**src/rtl/fsm_step_sequencer.sv**
```systemverilog
// fsm_step_sequencer: drives a two-flip-flop datapath (state bits A, B) with a
// programmed serial x_in pattern for a set number of steps, then captures the
// final {A,B} state and pulses done.
// Optional feature: define VISIT_CNT_EN to build per-state visit counters;
// when undefined, visit_cnt is tied to zero and no counter logic exists.
module fsm_step_sequencer #(
    parameter int unsigned PAT_W = 8,
    parameter int unsigned CNT_W = 4
) (
    input  logic               clk,
    input  logic               res,
    input  logic               start,
    input  logic               abort,
    input  logic [PAT_W-1:0]   pattern,
    input  logic [CNT_W-1:0]   steps,
    input  logic               state_a,
    input  logic               state_b,
    output logic               x_in,
    output logic               dp_res,
    output logic               busy,
    output logic               done,
    output logic [1:0]         final_state,
    output logic [4*CNT_W-1:0] visit_cnt
);

    localparam logic [2:0] IDLE = 3'd0;
    localparam logic [2:0] CLR  = 3'd1;
    localparam logic [2:0] RUN  = 3'd2;
    localparam logic [2:0] CAP  = 3'd3;
    localparam logic [2:0] DONE = 3'd4;

    logic [2:0]       state_q, state_d;
    logic [PAT_W-1:0] shift_q;
    logic [CNT_W-1:0] remain_q;
    logic             dp_res_q;
    logic [1:0]       final_q;
    logic             in_busy;

    assign in_busy = (state_q == CLR) || (state_q == RUN) || (state_q == CAP);

    // Next-state decode; abort overrides every transition while busy.
    always_comb begin
        state_d = state_q;
        case (state_q)
            IDLE:    if (start) state_d = CLR;
            CLR:     state_d = (remain_q != '0) ? RUN : CAP;
            RUN:     if (remain_q == CNT_W'(1)) state_d = CAP;
            CAP:     state_d = DONE;
            DONE:    state_d = IDLE;
            default: state_d = IDLE;
        endcase
        if (abort && in_busy) begin
            state_d = IDLE;
        end
    end

    // State register.
    always_ff @(posedge clk or negedge res) begin
        if (!res) begin
            state_q <= IDLE;
        end else begin
            state_q <= state_d;
        end
    end

    // Pattern shift register and remaining-step count: load on accept, rotate in RUN.
    always_ff @(posedge clk or negedge res) begin
        if (!res) begin
            shift_q  <= '0;
            remain_q <= '0;
        end else if (state_q == IDLE && start) begin
            shift_q  <= pattern;
            remain_q <= steps;
        end else if (state_q == RUN) begin
            shift_q  <= {shift_q[0], shift_q[PAT_W-1:1]};
            remain_q <= remain_q - CNT_W'(1);
        end
    end

    // Datapath reset is registered so it stays low only for the CLR cycle.
    always_ff @(posedge clk or negedge res) begin
        if (!res) begin
            dp_res_q <= 1'b0;
        end else begin
            dp_res_q <= (state_d != CLR);
        end
    end

    // Capture {A,B} on the edge leaving CAP, unless the run is being aborted.
    always_ff @(posedge clk or negedge res) begin
        if (!res) begin
            final_q <= 2'b00;
        end else if (state_q == CAP && !abort) begin
            final_q <= {state_a, state_b};
        end
    end

    // Outputs decoded from state/shift registers only.
    always_comb begin
        x_in        = (state_q == RUN) & shift_q[0];
        dp_res      = dp_res_q;
        busy        = in_busy;
        done        = (state_q == DONE);
        final_state = final_q;
    end

`ifdef VISIT_CNT_EN
    logic [CNT_W-1:0] visit_q [4];
    logic [1:0]       visit_idx;

    assign visit_idx = {state_a, state_b};

    // Saturating per-state visit counters: clear in CLR, count in RUN, hold otherwise.
    always_ff @(posedge clk or negedge res) begin
        if (!res) begin
            for (int k = 0; k < 4; k++) begin
                visit_q[k] <= '0;
            end
        end else if (state_q == CLR) begin
            for (int k = 0; k < 4; k++) begin
                visit_q[k] <= '0;
            end
        end else if (state_q == RUN) begin
            if (visit_q[visit_idx] != '1) begin
                visit_q[visit_idx] <= visit_q[visit_idx] + CNT_W'(1);
            end
        end
    end

    // Pack counters so slice k holds the count for state {A,B}=k.
    always_comb begin
        visit_cnt = '0;
        for (int k = 0; k < 4; k++) begin
            visit_cnt[k*CNT_W +: CNT_W] = visit_q[k];
        end
    end
`else
    assign visit_cnt = '0;
`endif

endmodule

```
**config.mk**
```make
export PLATFORM = sky130hd
export DESIGN_NAME = fsm_step_sequencer
export DESIGN_NICKNAME = d
export VERILOG_FILES = /design/src/rtl/fsm_step_sequencer.sv
export SDC_FILE = /design/constraint.sdc
export NUM_CORES = 1
export LEC_CHECK = 0
export CAP_MARGIN = 10
export CORE_AREA = 10 10 63 65
export DETAILED_ROUTE_END_ITERATION = 7
export DIE_AREA = 0 0 73 75
export PLACE_DENSITY = 0.74
export SYNTH_ARGS = -nofsm -noshare
export SYNTH_HDL_FRONTEND = slang
export SYNTH_SLANG_ARGS = --single-unit
```
**constraint.sdc**
```tcl
create_clock -name clk -period 1.6 [get_ports clk]
set_input_delay 0.48 -clock clk [delete_from_list [all_inputs] [get_ports clk]]
set_output_delay 0.48 -clock clk [all_outputs]
set_load 0.01 [all_outputs]
```
==> impl_results.md, run 1 <==
* Netlist cell types at 26
* Crit path max fanout at 6
* Share of cells above drive strength 1 at 25.0%
* Post-Route WL at 2550 microns
* Overall Global Routing Usage at 9.33%
* RSZ-0062 raised after global routing: yes
* Reg2Reg Capture Point: remain_q[3]$_DFFE_PN0P_
* Hold Slack at 0.505 ns
* Maximum number of pins on one net before global-route repair at 19
* Primary FF master, synth: dfrtp_1
* Remaining Overflow, GRT at 0
* P_leak at 0.000681 uW
* H-tree depth at 1
* Vias at 814
* Mapped Cells at 102
* Num CTS Buffers at 3
* Sink Count at 18
* Vias in the first global route at 878
* Crit path capture type: register
* N_diodes at 0
* Syn_area_per_cell at 10.3 sq um
* # hold bufs at CTS at 0
* Register area share after synthesis at 43.0%
* Fin Clk Skew at 0.00579 ns
* Post-synth EDFFs at 0
* Worst Hold Path EP: shift_q[3]$_DFFE_PN0P_
* Max-Cap Viols at 0
* Status: complete, but fails checks
* Ys async rst share at 100%
* WP data required at 1.83 ns
* DR vias/cell at 4.76
* Post-DP HPWL at 1900 microns
* Post-route setup slack at -0.109 ns
* DR iter-0 viols at 29
* Hold Crit Class: register to register
* Area grow syn2layout at 32.4%
* First-pass GRT wire length at 4120 microns
* HP Start: shift_q[4]$_DFFE_PN0P_
* Worst VDD drop at 0.000777 V
* Final setup viols at 10
* DRT Pass-1 Iters at 4
* Final Wtd Congestion at 0.799
* Fillcell total at 250
* FP Rows at 19
* Tot Pwr at 2340 uW
* PD cells at 1690 mW/mm^2
* Tmin final at 1.71 ns
* Final nets at 162
* Reg2reg path depth at 5
* Die ar. at 0.00548 sq mm
* Worst skew pair latency at 0.29 ns
* Bufs on Longest Clock Path at 2
* Clock Pin Slew Worst Setup and Hold Paths at 0.11 ns
* CTS tree: built
* Hold Vio Cnt, Final at 0
* CP startpoint kind: register
* Initial Utilization at 38.6%
* Post-Syn Area at 0.00105 sq mm
* Initial antenna violation count at 0
* Reg-to-reg startpoint: state_q[0]$_DFF_PN0_
* IO Pins at 40
* Flop2flop setup slack at -0.11 ns
* Yosys warns at 0
* Core area at 0.00271 sq mm
* Average wire per standard cell at 14.9 microns
* Fin util at 51.2%
* Post-synthesis sequential element count at 18
* DRC violations left at 0
* DRT antenna net count at 0
* Worst endpoint data arrival time at 1.94 ns
* Failing checks: negative setup slack
* Critical path class: register to register
* Final period util at 107%
* Port Buf Inserts at 23
* Hold-critical path depth at 2
* Max Fclk at 585 MHz
* Clk Tree Root Cell: clkbuf_4
* Final Slew Violations at 0
* Die X at 73 microns
* Die Span Y at 75 microns
placed cells by master (no fill, tap or decap), types with 3 or more instances in the layout:
cell type,instances
a221o_1,3
o21ai_0,4
ha_1,3
a22oi_1,4
buf_2,4
nor3_1,3
conb_1,16
dlygate4sd2_1,3
nor2_1,4
clkbuf_4,3
nand2_1,12
mux2i_1,5
buf_4,13
nand3_1,5
dfrtp_1,18
clkdlybuf4s50_1,17
buf_6,3
worst max path at each step:
stage / from / to / slack [ns] / cells after the start
6_report: state_q[0]$_DFF_PN0_ / remain_q[3]$_DFFE_PN0P_ / -0.11 / 5
3_3_place_gp: start / remain_q[3]$_DFFE_PN0P_ / -0.19 / 5
3_5_place_dp: start / remain_q[3]$_DFFE_PN0P_ / -0.19 / 5
4_1_cts: state_q[2]$_DFF_PN0_ / x_in / -0.11 / 3
5_1_grt: state_q[0]$_DFF_PN0_ / x_in / -0.18 / 3
2_1_floorplan: state_q[0]$_DFF_PN0_ / x_in / 0.04 / 3
layer usage:
metal  vias up  track usage, %  share of wire (%)  wire length, microns
met5         -               0                  0                     0
met3         4            3.68                6.3                   162
li1        396               -                  -                     -
met2        34            14.6                 46                  1180
met4         0            3.16               0.55                    14
met1       380            11.4                 47                  1200
flip-flops by register name, indices dropped and copies added, names as in the netlist:
name and cells:
state_q 3, shift_q 8, final_state 2, remain_q 4, dp_res 1
critical path: stages (launching register included):
cell     delay (ns)
dfrtp_1        0.42
buf_4          0.16
buf_6          0.13
or3b_4         0.41
or4_4          0.42
nand3_1        0.09
power by group:
group	leakage, uW	internal, uW	switching, uW
registers	0.000222	668	153
clock network	0.0000210	139	143
logic	0.000438	652	588
total	0.000681	1460	884
cell families (layout without fill, tap and decap cells):
kind of cell / after synthesis / in the layout / share of synthesized area, %
compound gates: 15 / 15 / 11.0
xor+xnor: 1 / 1 / 0.836
fa+ha+maj: 3 / 3 / 3.58
buf+inv: 24 / 47 / 16.6
flops: 18 / 18 / 43.0
mux: 7 / 7 / 6.93
other cells: 1 / 16 / 0.358
simple gates: 33 / 33 / 17.7
layout make-up:
class	instances	area (sq um)	area share (%)
Multi-Input combinational cell	75	502	36.2
Sequential cell	18	450	32.5
Timing Repair Buffer	40	348	25.1
Tap cell	31	38.8	2.80
Clock buffer	4	36.3	2.62
Inverter	3	11.3	0.812
synthesized netlist by cell type (all sizes together) (2+ instances only):
| cell | instances | area (sq um) |
|---|---|---|
| nor2 | 5 | 18.8 |
| nand2 | 12 | 45.0 |
| nand3 | 5 | 25.0 |
| nor3 | 3 | 15.0 |
| o21ai | 6 | 30.0 |
| buf | 21 | 163 |
| and2 | 2 | 12.5 |
| dfrtp | 18 | 450 |
| nor3b | 2 | 20.0 |
| a22oi | 4 | 30.0 |
| mux2 | 2 | 22.5 |
| mux2i | 5 | 50.1 |
| inv | 3 | 11.3 |
| ha | 3 | 37.5 |
| a221o | 3 | 30.0 |
metrics by stage:
step                setup slack (ns)  area [sq um]  cells  TNS [ns]
finish                        -0.109          1390    171    -0.454
global route                  -0.179          1390    171     -1.13
CTS                           -0.107          1330    166    -0.317
detailed placement            -0.195          1300    162     -2.76
global placement              -0.185          1300    162     -2.54
floorplan                     0.0399          1100    117         0
timing repair:
action,4_1_cts,5_1_grt
setup buffers,0,4
pin swaps,5,3
endpoints found under the setup margin,11,15
gates resized for setup,20,6
cloned,0,1
No activity file was read; power rests on OpenSTA's default activity.
==> run 2: changes to the inputs <==
CTS_BUF_LIST = sky130_fd_sc_hd__clkbuf_4 sky130_fd_sc_hd__clkbuf_8   (was unset)
SLEW_MARGIN = 20   (was unset)
TNS_END_PERCENT = 100   (was unset)
==> results of run 2 <==
No change in the layout: final DEF, timing and power equal those of run 1.
